## src/rtl/router_in_arbiter.sv

```systemverilog
// rtl/router_in_arbiter.sv - packet-level round-robin arbiter feeding the 1x3 router input port
// Optional length/address check enabled by defining ROUTER_ARB_LEN_CHECK_EN.
module router_in_arbiter #(
    parameter int WIDTH = 8
) (
    input  logic             clock,
    input  logic             reset,
    input  logic             src_valid_0,
    input  logic             src_valid_1,
    input  logic             src_valid_2,
    input  logic             src_last_0,
    input  logic             src_last_1,
    input  logic             src_last_2,
    input  logic [WIDTH-1:0] src_data_0,
    input  logic [WIDTH-1:0] src_data_1,
    input  logic [WIDTH-1:0] src_data_2,
    output logic             src_ready_0,
    output logic             src_ready_1,
    output logic             src_ready_2,
    input  logic             busy,
    output logic             pkt_valid,
    output logic [WIDTH-1:0] data_in,
    output logic [2:0]       grant,
    output logic             len_err
);

    typedef enum logic [1:0] {IDLE, XFER, GAP} state_t;

    state_t     state_q, state_d;
    logic [2:0] grant_q, grant_d;
    logic [1:0] ptr_q, ptr_d;

    logic [2:0]       valid_v;
    logic [2:0]       last_v;
    logic             sel_valid;
    logic             sel_last;
    logic [WIDTH-1:0] sel_data;
    logic             xfer;
    logic [2:0]       pick;

    assign valid_v = {src_valid_2, src_valid_1, src_valid_0};
    assign last_v  = {src_last_2, src_last_1, src_last_0};

    // grant_q is only non-zero in XFER, so it doubles as the mux select and the idle gate
    assign sel_valid = |(valid_v & grant_q);
    assign sel_last  = |(last_v & grant_q);
    assign sel_data  = ({WIDTH{grant_q[0]}} & src_data_0)
                     | ({WIDTH{grant_q[1]}} & src_data_1)
                     | ({WIDTH{grant_q[2]}} & src_data_2);
    assign xfer      = (state_q == XFER) && sel_valid && !busy;

    assign src_ready_0 = xfer && grant_q[0];
    assign src_ready_1 = xfer && grant_q[1];
    assign src_ready_2 = xfer && grant_q[2];
    assign pkt_valid   = sel_valid && !sel_last;
    assign data_in     = sel_data;
    assign grant       = grant_q;

    // First requester at or after the pointer
    always_comb begin
        pick = 3'b000;
        case (ptr_q)
            2'd1:    pick = valid_v[1] ? 3'b010 : valid_v[2] ? 3'b100 : valid_v[0] ? 3'b001 : 3'b000;
            2'd2:    pick = valid_v[2] ? 3'b100 : valid_v[0] ? 3'b001 : valid_v[1] ? 3'b010 : 3'b000;
            default: pick = valid_v[0] ? 3'b001 : valid_v[1] ? 3'b010 : valid_v[2] ? 3'b100 : 3'b000;
        endcase
    end

    always_comb begin
        state_d = state_q;
        grant_d = grant_q;
        ptr_d   = ptr_q;
        case (state_q)
            IDLE: begin
                if (|valid_v) begin
                    grant_d = pick;
                    state_d = XFER;
                end
            end
            XFER: begin
                if (xfer && sel_last) begin
                    state_d = GAP;
                    grant_d = 3'b000;
                    ptr_d   = grant_q[0] ? 2'd1 : grant_q[1] ? 2'd2 : 2'd0;
                end
            end
            GAP:     state_d = IDLE;
            default: state_d = IDLE;
        endcase
    end

    always_ff @(posedge clock or posedge reset) begin
        if (reset) begin
            state_q <= IDLE;
            grant_q <= 3'b000;
            ptr_q   <= 2'd0;
        end else begin
            state_q <= state_d;
            grant_q <= grant_d;
            ptr_q   <= ptr_d;
        end
    end

`ifdef ROUTER_ARB_LEN_CHECK_EN
    logic [6:0] cnt_q, cnt_d;
    logic [5:0] hdr_len_q;
    logic [1:0] hdr_dst_q;

    always_comb begin
        cnt_d = cnt_q;
        if (state_q == IDLE && |valid_v) begin
            cnt_d = 7'd0;
        end else if (xfer) begin
            cnt_d = cnt_q + 7'd1;
        end
    end

    always_ff @(posedge clock or posedge reset) begin
        if (reset) begin
            cnt_q     <= 7'd0;
            hdr_len_q <= 6'd0;
            hdr_dst_q <= 2'd0;
        end else begin
            cnt_q <= cnt_d;
            if (xfer && cnt_q == 7'd0) begin
                hdr_len_q <= sel_data[7:2];
                hdr_dst_q <= sel_data[1:0];
            end
        end
    end

    // Header + payload + parity must match the header length; address 3 has no output port
    assign len_err = (state_q == GAP)
                  && ((cnt_q != ({1'b0, hdr_len_q} + 7'd2)) || (hdr_dst_q == 2'b11));
`else
    assign len_err = 1'b0;
`endif

endmodule

```

## config.mk

```make
export PLATFORM = sky130hd
export DESIGN_NAME = router_in_arbiter
export DESIGN_NICKNAME = d
export VERILOG_FILES = /design/src/rtl/router_in_arbiter.sv
export SDC_FILE = /design/constraint.sdc
export NUM_CORES = 1
export LEC_CHECK = 0
export CORE_MARGIN = 8
export CORE_UTILIZATION = 30
export CTS_CLUSTER_SIZE = 12
export DETAILED_ROUTE_END_ITERATION = 16
export GPL_ROUTABILITY_DRIVEN = 0
export MAX_ROUTING_LAYER = met4
export PLACE_DENSITY = 0.78
export SYNTH_ARGS = -nofsm -noshare
export SYNTH_HDL_FRONTEND = slang
export SYNTH_SLANG_ARGS = --single-unit
```

## constraint.sdc

```tcl
create_clock -name clock -period 1.9 [get_ports clock]
set_input_delay 0.285 -clock clock [delete_from_list [all_inputs] [get_ports clock]]
set_output_delay 0.285 -clock clock [all_outputs]
set_load 0.05 [all_outputs]
```

==> flow_metrics.tcl <==
set metrics [dict create \
    synth_nets 97 \
    maxCapViolations 0 \
    seqPwrFrac_pct 14.9 \
    hold_viol_final 0 \
    place_inst 139 \
    p_switching_uw 737 \
    slew_violations 0 \
    max_stage_delay_ns 0.39 \
    clk_latency_ns 0.26 \
    setup-tns-final_ns 0 \
    final_area_um2 1150 \
    p_leak_uw 0.000595 \
    grt_util_all_layers_pct 13.6 \
    syn2layout_area_growth_pct 107 \
    fillers 160 \
    cts_tree "done" \
    synthFlopType "dfrtp_1" \
    p_clk_share_pct 9.6 \
    yosysWarningCount 0 \
    die_h_um 58.9 \
    synth_area_leaders "dfrtp_1, a222oi_1, inv_1" \
    worst-path-max-fanout 2 \
    r2r_cells 7 \
    worstHoldPathType "primary input to async pin" \
    use_met2_pct 24.9 \
    root_buffer "clkbuf_4" \
    power_frac_comb_pct 75.5 \
    rsz0062_at_grt "true" \
    ys_top_cells_by_count "inv_1, a222oi_1, dfrtp_1" \
    ios 49 \
    cts_num_sinks 7 \
    period_needed_ns 1.87 \
    antenna_found_initial 0 \
    clkTransAtPathRegs_ns 0.06 \
    coreArea_um2 1730 \
    path_cells "a222oi_1, buf_4, buf_6, and2b_2, buf_8" \
    required_ns 1.62 \
    netlist_area_um2 553 \
    end_kind "output port" \
    synth_cell_types 23 \
    wl_per_cell_um 16.5 \
    cp.depth 5 \
    grt_pass1_wl_um 3570 \
    antenna_cells 0 \
    grt_pass1_vias 728 \
    postRouteAntennaNets 0 \
    synth_cells 62 \
    place_area_um2 1070 \
    core.rowCount 15 \
    cts-htree-levels 1 \
    slowest_stage "dfrtp_1" \
    critPathBufInv 3 \
    start_kind "flop" \
    use_met1_pct 12.9 \
    avgSynthCellArea_um2 8.92 \
    path_delay_family "buffers and inverters" \
    power.total_uw 1420 \
    drt_iter0_markers 39 \
    layout-drive-gt1-share_pct 34.7 \
    critPathArrivalTime_ns 1.59 \
    vias_per_cell 4.95 \
    grt_max_degree 14 \
    max_freq_ghz 0.534 \
    cts_buffers 3 \
    fin_cells 146 \
    min_period_over_period_pct 98.5 \
    seq_area_frac_synth_pct 31.7 \
    port_buffers 47 \
    use_met3_pct 5.65 \
    start_util_pct 32.0 \
    path_class "flop to output port" \
    run_status "finished clean" \
    async_flop_share_pct 100 \
    synth_edf_count 0 \
    finalClockSkew_ns 0.00922 \
    num_vias 723 \
    die_w_um 58.9 \
    totalWireLength_um 2420 \
    synth.most_common_cell "inv_1" \
    switching_share_pct 52.0 \
    dr.pass1.iters 5 \
    grt_busiest_layer "met2" \
    synth.largest_area_cell "dfrtp_1" \
    cts_buffer_depth 2 \
    ys_seq_elements 7 \
    drc 0 \
    fin_nets 157 \
    powerDensity_nw_per_um2 1240 \
    die_area_um2 3470 \
    synth_top_area_share_pct 31.7 \
    hold_buffers 0 \
    setup-violations-final 0 \
    grt-ovfl-total 0 \
    hpwlAfterDp_um 1950 \
    ir_worst_vdd_v 0.000653 \
    p_int_uw 681 \
]
==> what timing repair did <==
action / 4_1_cts / 5_1_grt
gates cloned: 0 / 0
endpoints found under the setup margin: 4 / 5
hold endpoints to repair: 0 / 0
pin swaps: 1 / 2
buffers inserted: 1 / 2
resized for setup: 4 / 6
==> final cells by class <==
cell class | instances | area [µm²] | area share [%]
inverters | 13 | 48.8 | 4.25
clock buffers | 3 | 22.5 | 1.96
well taps | 25 | 31.3 | 2.73
clock inverters | 1 | 5.00 | 0.436
repair buffers | 59 | 546 | 47.5
multi-input cells | 38 | 319 | 27.8
flip-flops and latches | 7 | 175 | 15.3
==> power groups by stage <==
stage | combinational [µW] | clock [µW] | sequential [µW]
floorplan | 584 | 0 | 280
global placement | 996 | 0 | 209
detailed placement | 1010 | 0 | 214
CTS | 1040 | 141 | 212
global route | 1130 | 147 | 215
finish | 1070 | 136 | 211
==> per-stage QoR <==
step / utilization [%] / setup slack, ns / hold slack [ns]
floorplan: - / 0.0113 / 0.0884
global placement: 62.0 / -0.0524 / 0.438
detailed placement: 62.0 / -0.105 / 0.458
CTS: 64.3 / -0.00529 / 0.261
global route: 66.4 / -0.0284 / 0.319
finish: 66.4 / 0.0286 / 0.257
==> cells in the final DEF (no fill, tap or decap), types with 2 or more instances in the layout <==
cell             instances
a32o_2                   3
a222oi_1                10
inv_1                   13
dfrtp_1                  7
buf_6                    4
ha_1                     2
clkdlybuf4s50_1         29
clkbuf_4                 3
o21ai_0                  3
dlygate4sd2_1            2
buf_4                   22
nor2_1                   3
and2_2                   3
==> layer usage <==
layer / part of all wire, % / vias to the layer above
li1: - / 352
met1: 33 / 346
met2: 59 / 23
met3: 7.7 / 2
met4: 0.95 / 0
met5: 0 / -
==> worst paths after layout <==
kind	from	endpoint	slack, ns
setup / recovery	grant[2]$_DFFE_PP0P_	pkt_valid	0.03
hold / removal	reset	ptr_q[1]$_DFFE_PP0P_	0.26
setup reg to reg	grant[0]$_DFFE_PP0P_	grant[0]$_DFFE_PP0P_	0.32
hold reg to reg	state_q[1]$_DFFE_PP0P_	state_q[0]$_DFFE_PP0P_	0.46
min in group clock	src_valid_1	grant[1]$_DFFE_PP0P_	0.45
max in group asynchronous	reset	state_q[0]$_DFFE_PP0P_	1.42
==> kinds of logic after synthesis <==
logic type      after synthesis  share of synthesized area [%]
buf+inv                      17                           12.2
flops                         7                           31.7
fa+ha+maj                     2                           4.52
other cells                   1                          0.678
compound gates               20                           32.4
simple gates                 15                           18.6
==> state kept, by name (all words and copies together), names as in the netlist <==
signal and cells:
grant 3, state_q 2, ptr_q 2
Power figures use the tool's default switching activity.
